File: src/rtl/serial_adder_pkg.sv
// Shared types and constants for the bit-serial add/subtract sequencer.
// Optional accumulate mode: SERIAL_ADDER_ACC_EN.
package serial_adder_pkg;

  typedef enum logic [1:0] {
    ST_IDLE  = 2'b00,
    ST_SHIFT = 2'b01,
    ST_DONE  = 2'b10
  } state_t;

  localparam int WIDTH_DEF = 4;

  // Counter must hold WIDTH-1 with headroom for any legal WIDTH.
  function automatic int cnt_width(input int w);
    return $clog2(w) + 1;
  endfunction

endpackage

File: src/rtl/serial_adder_ctrl_fa_cell.sv
// Single 1-bit full-adder cell shared by every bit position.
// Purely combinational; the carry is stored by the controller.
module serial_fa_cell (
  input  logic a,
  input  logic b,
  input  logic cin,
  output logic sum,
  output logic cout
);

  assign sum  = a ^ b ^ cin;
  assign cout = (a & b) | (cin & (a ^ b));

endmodule

File: src/rtl/serial_adder_ctrl.sv
// Bit-serial add/subtract sequencer: one bit pair per clock, LSB first.
// Define SERIAL_ADDER_ACC_EN to add the acc port (held result as operand a).
module serial_adder_ctrl
  import serial_adder_pkg::*;
#(
  parameter int WIDTH = WIDTH_DEF
) (
  input  logic             clk,
  input  logic             reset,
  input  logic             start,
  input  logic             sub,
`ifdef SERIAL_ADDER_ACC_EN
  input  logic             acc,
`endif
  input  logic [WIDTH-1:0] a,
  input  logic [WIDTH-1:0] b,
  output logic             busy,
  output logic             done,
  output logic [WIDTH-1:0] result,
  output logic             cout,
  output logic             overflow
);

  localparam int CW = cnt_width(WIDTH);
  localparam logic [CW-1:0] LAST = CW'(WIDTH - 1);

  state_t state;
  state_t state_nxt;
  logic accept;
  logic last;

  logic [WIDTH-1:0] shift_a;
  logic [WIDTH-1:0] shift_b;
  logic [WIDTH-1:0] op_a;
  logic [CW-1:0] cnt;
  logic carry;
  logic cout_q;
  logic ovf_q;
  logic cell_sum;
  logic cell_cout;

`ifdef SERIAL_ADDER_ACC_EN
  assign op_a = acc ? result : a;
`else
  assign op_a = a;
`endif

  assign last = (cnt == LAST);

  serial_fa_cell u_cell (
    .a    (shift_a[0]),
    .b    (shift_b[0]),
    .cin  (carry),
    .sum  (cell_sum),
    .cout (cell_cout)
  );

  // State register.
  always_ff @(posedge clk or posedge reset) begin
    if (reset) state <= ST_IDLE;
    else       state <= state_nxt;
  end

  // Next-state, accept decision and status outputs.
  always_comb begin
    state_nxt = state;
    accept    = 1'b0;
    busy      = 1'b0;
    done      = 1'b0;
    case (state)
      ST_IDLE: begin
        if (start) begin
          accept    = 1'b1;
          state_nxt = ST_SHIFT;
        end
      end
      ST_SHIFT: begin
        busy = 1'b1;
        if (last) state_nxt = ST_DONE;
      end
      ST_DONE: begin
        done = 1'b1;
        if (start) begin
          accept    = 1'b1;
          state_nxt = ST_SHIFT;
        end else begin
          state_nxt = ST_IDLE;
        end
      end
      default: state_nxt = ST_IDLE;
    endcase
  end

  // Operand load on accept, one bit through the cell per SHIFT cycle.
  always_ff @(posedge clk or posedge reset) begin
    if (reset) begin
      shift_a <= '0;
      shift_b <= '0;
      result  <= '0;
      cnt     <= '0;
      carry   <= 1'b0;
      cout_q  <= 1'b0;
      ovf_q   <= 1'b0;
    end else if (accept) begin
      shift_a <= op_a;
      shift_b <= sub ? ~b : b;
      carry   <= sub;
      cnt     <= '0;
    end else if (state == ST_SHIFT) begin
      result  <= {cell_sum, result[WIDTH-1:1]};
      shift_a <= shift_a >> 1;
      shift_b <= shift_b >> 1;
      carry   <= cell_cout;
      cnt     <= cnt + 1'b1;
      if (last) begin
        // carry is the carry into the MSB here.
        cout_q <= cell_cout;
        ovf_q  <= carry ^ cell_cout;
      end
    end
  end

  assign cout     = cout_q;
  assign overflow = ovf_q;

endmodule

File: config.mk
export PLATFORM = sky130hd
export DESIGN_NAME = serial_adder_ctrl
export DESIGN_NICKNAME = d
export VERILOG_FILES = /design/src/rtl/serial_adder_pkg.sv /design/src/rtl/serial_adder_ctrl_fa_cell.sv /design/src/rtl/serial_adder_ctrl.sv
export SDC_FILE = /design/constraint.sdc
export NUM_CORES = 1
export LEC_CHECK = 0
export CORE_MARGIN = 2
export CORE_UTILIZATION = 51
export CTS_BUF_LIST = sky130_fd_sc_hd__clkbuf_4 sky130_fd_sc_hd__clkbuf_8
export DETAILED_ROUTE_END_ITERATION = 10
export PLACE_DENSITY = 0.76
export SLEW_MARGIN = 30
export SYNTH_ARGS = -nofsm -noshare
export SYNTH_HDL_FRONTEND = slang
export SYNTH_SLANG_ARGS = --single-unit
File: constraint.sdc
create_clock -name clk -period 1.4 [get_ports clk]
set_input_delay 0.35 -clock clk [delete_from_list [all_inputs] [get_ports clk]]
set_output_delay 0.35 -clock clk [all_outputs]
set_load 0.05 [all_outputs]
## Yosys cells after proc, flatten, opt, wreduce, memory -nomap -nowiden

Index checks and enable logic that the tools add are counted.
Widths: inputs -> output; s select.

- $add $sub $neg: 1
- Reductions and logical operators: 6
- Eq/ne operators: 5
- Bitwise operators: 8
- Multiplexer cells: 17

Operators by type and width:

| cell | number |
|---|---|
| $mux 4 | 5 |
| $mux 1 | 7 |
| $mux 3 | 2 |
| $pmux 2 s3 | 1 |
| $mux 2 | 2 |
| $ne 2x2->1 const B | 2 |
| $not 4->4 | 1 |
| $reduce_and 2->1 | 2 |
| $add 3x1->3 const B | 1 |
| $eq 3x2->1 const B | 1 |
| $reduce_and 3->1 | 1 |
| $xor 1x1->1 | 3 |
| $and 1x1->1 | 2 |
| $eq 2x1->1 const B | 1 |
| $eq 2x2->1 const B | 1 |
| $logic_not 2->1 | 1 |
| $reduce_bool 2->1 | 1 |
| $reduce_or 2->1 | 1 |
| $not 1->1 | 1 |
| $or 1x1->1 | 1 |

- Logic and storage cells: 45
- Output and inout port bits: 8
- Register bits after elaboration: 20

## Depth between registers and ports, before layout

- Word-level depth: 5
- Mapped depth: 6
- Depth with buffers taken out: 4

## Cells and area by module

Synthesis repeated with hierarchy kept, for this count alone.

- Cell total of the unflattened synthesis: 84
- Area total of the unflattened synthesis: 919.6 um2

By module, submodules not included:

| module | times used | cells each | area an instance (um2) | sequential area each (um2) |
|---|---|---|---|---|
| serial_adder_ctrl | 1 | 83 | 899.6 | 500.5 |
| serial_fa_cell | 1 | 1 | 20.0 | 0.0 |

## Worst setup path before layout

Ideal clock, no wire load.

- Kind: register to output
- Start point: register state[0]
- End point: output port done
- Data arrival time: 1082 ps
- Data required time: 1050 ps
- Slack: -32 ps
- Buffers on the path: 0
- Cell stages (with the launch flop): 2
- Cells stage by stage: dfrtp_1 nor2b_1

- Word-level cells in the longest chain between the ends: 2

RTL lines:

| item | RTL line | source |
|---|---|---|
| start, declared | serial_adder_ctrl.sv:27 | `state_t state;` |
| start signal, assigned | serial_adder_ctrl.sv:61 | `else state <= state_nxt;` |
| $eq 2x2->1 | serial_adder_ctrl.sv:70 | `case (state)` |
| $mux 1 | serial_adder_ctrl.sv:70 |  |
| end, declared | serial_adder_ctrl.sv:18 | `output logic done,` |

No other way between the ends.

## Worst setup path after layout

Same ends and word-level chain as after synthesis.

==> summary.md <==
| Metric | Value |
|---|---|
| CP top delay family | `flip-flops` |
| Number of setup violations in the final report | `2` |
| Slew Limit Fails | `0` |
| Die span in y | `46.4 µm` |
| Ys Warns | `0` |
| Post-DRT Antenna Nets | `0` |
| Worst setup SP type | `flip-flop` |
| Hold violation total from the final report | `0` |
| Maximum number of pins on one net before global-route repair | `21` |
| Number of global-route vias before repair | `686` |
| Distinct cells, synth | `25` |
| Synthesized instance count | `91` |
| Path type of the worst min-delay path | `in2async` |
| Nets in the synthesized netlist | `106` |
| First-pass GRT wire length | `3080 µm` |
| Outcome | `finished with violations` |
| Global-route usage over all layers | `21.6%` |
| I/O Buffers | `19` |
| Sinks on Clock Net | `20` |
| Number of synthesized register bits | `20` |
| Via density per instance | `5.17` |
| Ratio of total power to cell area | `2540 nW/µm²` |
| Violation count after the first detailed-routing iteration | `14` |
| Arrival time at the worst endpoint | `1.06 ns` |
| Remaining global-route overflow | `0` |
| Post-place setup slack | `-0.0607 ns` |
| Post-cts hold buffer count | `0` |
| Setup Total Neg Slack | `-0.0165 ns` |
| Clock tree from TritonCTS | `yes` |
| Max FO, Critical Path | `4` |
| Synth-to-layout area growth | `44.3%` |
| Number of enable-type register cells in the synthesized netlist | `0` |
| Vias | `750` |
| Unrepaired setup endpoints after global routing | `true` |
| Summed instance area of the synthesized netlist | `916 µm²` |
| Core occupancy in the finished layout | `77.4%` |
| Buf+Inv Stages, Crit Path | `1` |
| Antenna fix cells | `0` |
| Average instance area after synthesis | `10.1 µm²` |
| WL final | `1980 µm` |
| Top-level I/O count | `20` |
| Insertion delay of the later-clocked pin in the worst-skew pair | `0.31 ns` |
| LEAKAGE | `0.614 nW` |
| Clock root buffer | `clkbuf_4` |
| Violated checks | `setup timing` |
| Overall power | `0.00336 W` |
| Critical Path Slowest Stage Cell | `dfrtp_2` |
| CP Capture Type | `output port` |
| Largest stage delay on the critical path | `0.47 ns` |
| Initial antenna violation count | `0` |
| Average wire per standard cell | `13.7 µm` |
| Placeable core area | `1710 µm²` |
| Routability-driven placement congestion ratio | `0.796` |
| Worst clock skew | `0.00731 ns` |
| Smallest setup slack after layout | `-0.0121 ns` |
| Number of buffers created by CTS | `3` |
| Leading cell type in the layout, fill and taps excluded | `nand2_1` |
| Clock transition at path regs | `0.11 ns` |
| Total iterations of the first detailed-routing run | `4` |
| Deepest level of the CTS H-tree | `1` |
| Pin slew with the least headroom to its limit | `0.270 ns` |
| Cells along the critical path | `nor2b_4, buf_12` |
| Max VDD drop | `0.00139 V` |
| Initial Utilization | `53.6%` |
| Die W | `46.4 µm` |
| Minimum period implied by the final worst setup slack | `1.41 ns` |
| Final worst path period share | `101%` |
| Worst slew slack as a fraction of its limit | `81.9%` |
| Num rows | `15` |
| Layout cells sized above 1 | `25.0%` |
| Seq/Total Area, Yosys | `54.6%` |
| Synth Flop Type | `dfrtp_1` |
| Die area | `2150 µm²` |
| Worst endpoint required time | `1.05 ns` |
| DRC viols | `0` |
| Area after detailed placement | `1250 µm²` |
| Clk buf depth | `2` |
| Number of max-cap violations | `0` |
| Post-synth ARST share | `100%` |
| Fill cells | `117` |
| Max Fclk | `708 MHz` |
| HPWL Detailed | `1440 µm` |
| Most frequent cells in the layout | `24 x nand2_1, 19 x dfrtp_1, 11 x clkdlybuf4s50_1, 11 x buf_4, 8 x buf_12` |
| CP Class | `reg2out` |
| Cell area after layout | `1320 µm²` |
| Final net count | `136` |
routing by layer:
metal	vias up	part of all wire [%]	GRT usage (%)
li1	359	-	-
met3	4	3.8	3.53
met1	366	42	28.5
met4	0	1.7	10.3
met2	21	53	34.7
met5	-	0	0
power breakdown:
group	internal (W)	total, W	switching (W)
logic	0.000934	0.00193	0.000995
registers	0.000851	0.00109	0.000243
clock network	0.000159	0.000336	0.000177
worst min-delay path, cell delays in order:
cell and delay (ns):
clkdlybuf4s50_1 0.40, inv_1 0.05, buf_4 0.25
stage by stage:
step                      hold slack [ns]  instances
final                               0.351        145
after global routing                0.393        145
after CTS                           0.360        144
after detailed placement            0.484        138
after global placement              0.484        138
after floorplan                     0.314         91
path summary, 6_finish.rpt:
path / cells past startpoint / slack (ns) / end / from
max: 2 / -0.01 / done / state[0]$_DFFE_PP0P_
min: 3 / 0.35 / overflow$_DFFE_PP0P_ / reset
max reg2reg: 4 / 0.05 / cout$_DFFE_PP0P_ / cnt[0]$_DFFE_PP0P_
min reg2reg: 1 / 0.51 / cnt[2]$_DFFE_PP0P_ / cnt[2]$_DFFE_PP0P_
max in group asynchronous: 3 / 0.84 / state[0]$_DFFE_PP0P_ / reset
min in group clk: 1 / 0.51 / cnt[2]$_DFFE_PP0P_ / cnt[2]$_DFFE_PP0P_
cells in the mapped netlist, types with 2 or more instances:
library cell,number,area (µm²)
buf_2,3,15.0
nor2b_1,2,12.5
a22oi_1,2,15.0
ha_1,2,25.0
nand3_1,3,15.0
o21ai_0,2,10.0
nand2_1,24,90.1
nand2b_1,2,12.5
inv_1,2,7.51
xor2_1,4,35.0
nor2_1,6,22.5
a31oi_1,4,25.0
a21oi_1,3,15.0
a22o_1,2,17.5
dfrtp_1,20,500
registers in the layout (all words and copies together) (netlist names):
register,cells
result,4
carry,1
overflow,1
shift_b,4
cnt,3
cout,1
state,2
shift_a,4
cell families (layout without fill, tap and decap cells):
| group | Yosys count | after routing | share of synthesized area (%) |
|---|---|---|---|
| muxes | 1 | 1 | 1.64 |
| AOI/OAI and AO/OA | 15 | 15 | 10.7 |
| adders and majority gates | 3 | 3 | 4.92 |
| xor gates and xnor gates | 5 | 5 | 4.78 |
| buffers and inverters | 8 | 37 | 5.19 |
| and+or+nand+nor | 39 | 39 | 18.2 |
| DFF | 20 | 20 | 54.6 |
final cells by class:
type	instances	area, µm²	area share (%)
Sequential cell	20	502	38.0
Multi-Input combinational cell	63	385	29.2
Timing Repair Buffer	30	353	26.7
Clock buffer	4	36.3	2.75
Tap cell	25	31.3	2.37
Inverter	3	13.8	1.04
repair_timing:
item / in CTS / in global routing
resized for setup: 3 / 1
setup buffers: 2 / 1
endpoints found under the setup margin: 2 / 3
(Power assumes the default switching activity.)
